File: src/rtl/pipe_stage_reg.sv
`default_nettype none
// ============================================================================
// Module   : pipe_stage_reg
// Brief    : Valid/ready pipeline-stage latch with flush-to-bubble, a bubble
//            control mask and a saturating stall counter. Defining
//            PIPE_STAGE_SKID_EN adds a skid entry and a registered in_ready.
// Revision : 1.0 - initial release
// ============================================================================
module pipe_stage_reg #(
  parameter int DATA_W = 96,
  parameter int CTRL_W = 8,
  parameter int CNT_W  = 16
) (
  input  logic              clk,
  input  logic              rst,
  input  logic              in_valid,
  output logic              in_ready,
  input  logic [DATA_W-1:0] in_data,
  input  logic [CTRL_W-1:0] in_ctrl,
  input  logic              flush,
  output logic              out_valid,
  input  logic              out_ready,
  output logic [DATA_W-1:0] out_data,
  output logic [CTRL_W-1:0] out_ctrl,
  output logic [1:0]        occupancy,
  output logic [CNT_W-1:0]  stall_cnt,
  input  logic              stall_clr
);

  localparam logic [CNT_W-1:0] c_CNT_MAX = {CNT_W{1'b1}};

  logic              r_main_valid;
  logic [DATA_W-1:0] r_main_data;
  logic [CTRL_W-1:0] r_main_ctrl;
  logic [CNT_W-1:0]  r_stall_cnt;
  logic              w_accept;
  logic              w_emit;

  assign w_accept = in_valid & in_ready;
  assign w_emit   = r_main_valid & out_ready;

`ifdef PIPE_STAGE_SKID_EN
  logic              r_skid_valid;
  logic [DATA_W-1:0] r_skid_data;
  logic [CTRL_W-1:0] r_skid_ctrl;

  // in_ready depends only on state, breaking the out_ready -> in_ready path
  assign in_ready  = ~r_skid_valid;
  assign occupancy = {1'b0, r_main_valid} + {1'b0, r_skid_valid};

  always_ff @(posedge clk or negedge rst) begin
    if (!rst) begin
      r_main_valid <= 1'b0;
      r_main_data  <= '0;
      r_main_ctrl  <= '0;
      r_skid_valid <= 1'b0;
      r_skid_data  <= '0;
      r_skid_ctrl  <= '0;
    end else if (flush) begin
      r_main_valid <= 1'b0;
      r_skid_valid <= 1'b0;
    end else if (w_emit) begin
      if (r_skid_valid) begin
        r_main_data  <= r_skid_data;
        r_main_ctrl  <= r_skid_ctrl;
        r_skid_valid <= w_accept;
        if (w_accept) begin
          r_skid_data <= in_data;
          r_skid_ctrl <= in_ctrl;
        end
      end else if (w_accept) begin
        r_main_data <= in_data;
        r_main_ctrl <= in_ctrl;
      end else begin
        r_main_valid <= 1'b0;
      end
    end else if (w_accept) begin
      if (r_main_valid) begin
        r_skid_valid <= 1'b1;
        r_skid_data  <= in_data;
        r_skid_ctrl  <= in_ctrl;
      end else begin
        r_main_valid <= 1'b1;
        r_main_data  <= in_data;
        r_main_ctrl  <= in_ctrl;
      end
    end
  end
`else
  assign in_ready  = ~r_main_valid | out_ready;
  assign occupancy = {1'b0, r_main_valid};

  always_ff @(posedge clk or negedge rst) begin
    if (!rst) begin
      r_main_valid <= 1'b0;
      r_main_data  <= '0;
      r_main_ctrl  <= '0;
    end else if (flush) begin
      r_main_valid <= 1'b0;
    end else if (w_accept) begin
      r_main_valid <= 1'b1;
      r_main_data  <= in_data;
      r_main_ctrl  <= in_ctrl;
    end else if (w_emit) begin
      r_main_valid <= 1'b0;
    end
  end
`endif

  always_ff @(posedge clk or negedge rst) begin
    if (!rst) begin
      r_stall_cnt <= '0;
    end else if (stall_clr) begin
      r_stall_cnt <= '0;
    end else if (r_main_valid && !out_ready && (r_stall_cnt != c_CNT_MAX)) begin
      r_stall_cnt <= r_stall_cnt + 1'b1;
    end
  end

  // A bubble must never present a live control encoding downstream
  assign out_valid = r_main_valid;
  assign out_data  = r_main_data;
  assign out_ctrl  = r_main_valid ? r_main_ctrl : '0;
  assign stall_cnt = r_stall_cnt;

endmodule
`default_nettype wire

File: config.mk
export PLATFORM = sky130hd
export DESIGN_NAME = pipe_stage_reg
export DESIGN_NICKNAME = d
export VERILOG_FILES = /design/src/rtl/pipe_stage_reg.sv
export SDC_FILE = /design/constraint.sdc
export NUM_CORES = 1
export LEC_CHECK = 0
export BUFFER_PORTS_ARGS = -buffer_cell sky130_fd_sc_hd__buf_2
export CAP_MARGIN = 40
export CORE_MARGIN = 5
export CORE_UTILIZATION = 42
export CTS_CLUSTER_SIZE = 16
export DETAILED_ROUTE_END_ITERATION = 7
export PLACE_DENSITY = 0.78
export SYNTH_ARGS = -nofsm -noshare
export SYNTH_HDL_FRONTEND = slang
export SYNTH_SLANG_ARGS = --single-unit
File: constraint.sdc
create_clock -name clk -period 1.8 [get_ports clk]
set_input_delay 0.09 -clock clk [delete_from_list [all_inputs] [get_ports clk]]
set_output_delay 0.09 -clock clk [all_outputs]
set_load 0.02 [all_outputs]
==> metrics <==
Max Fanout on Critical Path=7; share of layout cells above drive strength 1=56.91%; register area share after synthesis=61.89%; vias in the first global route=4831; final period utilization=99.72%; Yosys Warn Count=0; die outline height=117.9 microns; via count=4419; DRC viols=0; Initial Util=42.84%; DRT Wirelength=15810 microns; Final min period=1795 ps; clock buffer depth=2; Power Density=1044 nW/um^2; CTS tree=done; Area Overhead vs Synth=67.03%; largest family of logic cells by synthesized area=multiplexers; Setup TNS Final=0 ps; Max Clock Freq=557.1 MHz; Leak=3.889 nW; status=complete, no violations; endpoint class of the critical path=flip-flop; Final WS setup=5.054 ps; xor/xnor share of the synthesized area=0%; CTS Sinks=121; CP max stage delay=560 ps; Worst EP required=2080 ps; DPL Wire Length=9640 microns; Pre-antenna DRT Iters=4; Synth Area in Adders=0.2558%; final setup fails=0; WP buf/inv=1; Mapped Area=4892 sq um; CTS root buf=clkbuf_16; clk slew on worst S/H paths=50 ps; I/O pin total=234; DR WL/cell=18.23 microns; worst path cell trace=and2b_4 > inv_4 > or4_1 > nor4_1 > nor3_1; largest net degree at the start of global routing=75; core box area=11420 sq um; pre-CTS setup slack=-6.567 ps; Crit Path Class=reg2reg; num rows=39; IO buf count=232; first-pass GRT wire length=25160 microns; Mapped Nets=446; post-synthesis simple-gate area fraction=7.928%; critical path launch point type=flip-flop; hold crit path type=in2async; Post-Synthesis Cells=335; DR iter-0 viols=382; mux cell area share after synthesis=24.60%; final core occ=71.56%; nets=823; die width=117.9 microns; H-tree levels=4; Routability Congestion=0.8878; maximum vdd ir drop=0.7809 mV; Setup Skew=5.588 ps; Tot GR Track Use=22.42%; initial antenna violation count=0; total gr overflow=0; die area=13910 sq um; TritonCTS buffer count=17; Vias per Instance=5.097; Critical Path AT=2070 ps; Slew Viols, Final=0; FF+latch count, synth=121; synthesized area per cell=14.60 sq um; ANT cells=0; hold_ws=78.10 ps; Final Hold Fails=0; Clock Latency Late Sink=410 ps; post-synthesis compound-gate area fraction=2.839%; post-route ant nets=0; Crit path max-delay family=simple AND/OR/NAND/NOR gates; Slowest cell on crit path=or4_1; max_cap viols=0; synth unique cells=36; Overall Power=8.535 mW
## cell families after synthesis
kind of cell / Yosys count
AO/OA/AOI/OAI: 22
multiplexers: 107
AND/OR/NAND/NOR: 64
adder cells (fa/ha/maj): 1
flip-flops: 121
buffers and inverters: 19
other: 1
## state kept, by name, indices dropped and copies added, names as in the netlist
name	cells
out_data	96
stall_cnt	16
out_valid	1
r_main_ctrl	8
## path summary, 6_finish.rpt
kind | startpoint | to | slack, ps | cells after the start
setup / recovery | out_valid$_DFFE_PN0P_ | stall_cnt[15]$_DFFE_PN0P_ | 5 | 5
hold / removal | rst | stall_cnt[12]$_DFFE_PN0P_ | 80 | 2
setup reg to reg | out_valid$_DFFE_PN0P_ | stall_cnt[15]$_DFFE_PN0P_ | 5 | 5
hold reg to reg | r_main_ctrl[6]$_DFFE_PN0P_ | r_main_ctrl[6]$_DFFE_PN0P_ | 500 | 1
max in group asynchronous | rst | out_data[50]$_DFFE_PN0P_ | 1040 | 3
min in group clk | stall_clr | stall_cnt[3]$_DFFE_PN0P_ | 100 | 2
## metrics by stage
step / instance area, sq um / std cells
CTS: 8077 / 863
detailed placement: 6422 / 725
floorplan: 4920 / 335
global route: 8172 / 867
global placement: 6422 / 725
finish: 8172 / 867
## what timing repair did
item / 4_1_cts / 5_1_grt
gates resized for setup: 2 / 8
setup buffers: 0 / 2
cloned: 0 / 2
hold endpoints to repair: 226 / 0
hold buffers: 107 / 0
endpoints found under the setup margin: 22 / 94
pin swaps: 0 / 3
## cell usage after synthesis (all sizes together)
| master | count | area [sq um] |
|---|---|---|
| nand4b | 1 | 8.760 |
| or4 | 5 | 37.54 |
| o31ai | 4 | 30.03 |
| nand4 | 4 | 31.28 |
| nand3 | 9 | 45.04 |
| and2b | 1 | 7.510 |
| inv | 3 | 13.77 |
| or4b | 1 | 10.01 |
| ha | 1 | 12.51 |
| nor2 | 13 | 48.80 |
| dfrtp | 121 | 3028 |
| o21ai | 3 | 15.01 |
| mux2i | 1 | 10.01 |
| nor4b | 2 | 17.52 |
| a311oi | 3 | 26.28 |
| a31oi | 3 | 18.77 |
| mux2 | 106 | 1194 |
| and2 | 8 | 50.05 |
| nor2b | 2 | 12.51 |
| and3 | 2 | 12.51 |
| conb | 1 | 3.750 |
| nor3 | 5 | 25.02 |
| nor3b | 1 | 12.51 |
| nand3b | 1 | 7.510 |
| o41ai | 1 | 8.760 |
| a21oi | 8 | 40.04 |
| nor4 | 5 | 43.79 |
| buf | 14 | 96.34 |
| clkbuf | 2 | 7.510 |
| nand2 | 3 | 11.26 |
| or3 | 1 | 6.260 |
## power breakdown
group	internal [mW]	switching, mW	leakage, nW
sequential	3.13	0.217	1.46
clock	2.13	1.16	0.279
combinational	0.882	1.03	2.15
total	6.14	2.40	3.89
## worst reg2reg max path, delay by kind of cell, from the launching register on
family	cells	cell delay, ps
AND/OR/NAND/NOR	4	1280
buffers and inverters	1	40
flip-flops	1	350
## cell type report
| cell class | count | area [sq um] |
|---|---|---|
| flip-flops and latches | 121 | 3030 |
| clock buffers | 23 | 478.0 |
| repair buffers | 374 | 2585 |
| fillers | 718 | 3247 |
| well taps | 143 | 178.9 |
| clock inverters | 8 | 95.09 |
| inverters | 3 | 13.76 |
| multi-input cells | 195 | 1790 |
## metal layers
metal / wire, microns / up-vias / track usage, %
li1: - / 1977 / -
met1: 6080 / 2173 / 25.36
met2: 8155 / 234 / 39.32
met3: 1206 / 35 / 7.112
met4: 364 / 0 / 8.602
met5: 0 / - / 0
## cells in the final DEF, fill, tap and decap left out, drive strengths merged, types with 8 or more instances in the layout
cell type,instances
a21oi,8
clkbuf,25
nand3,9
dlygate4sd3,107
and2,8
nor2,13
buf,265
dfrtp,121
mux2,106
Power figures use the tool's default switching activity.
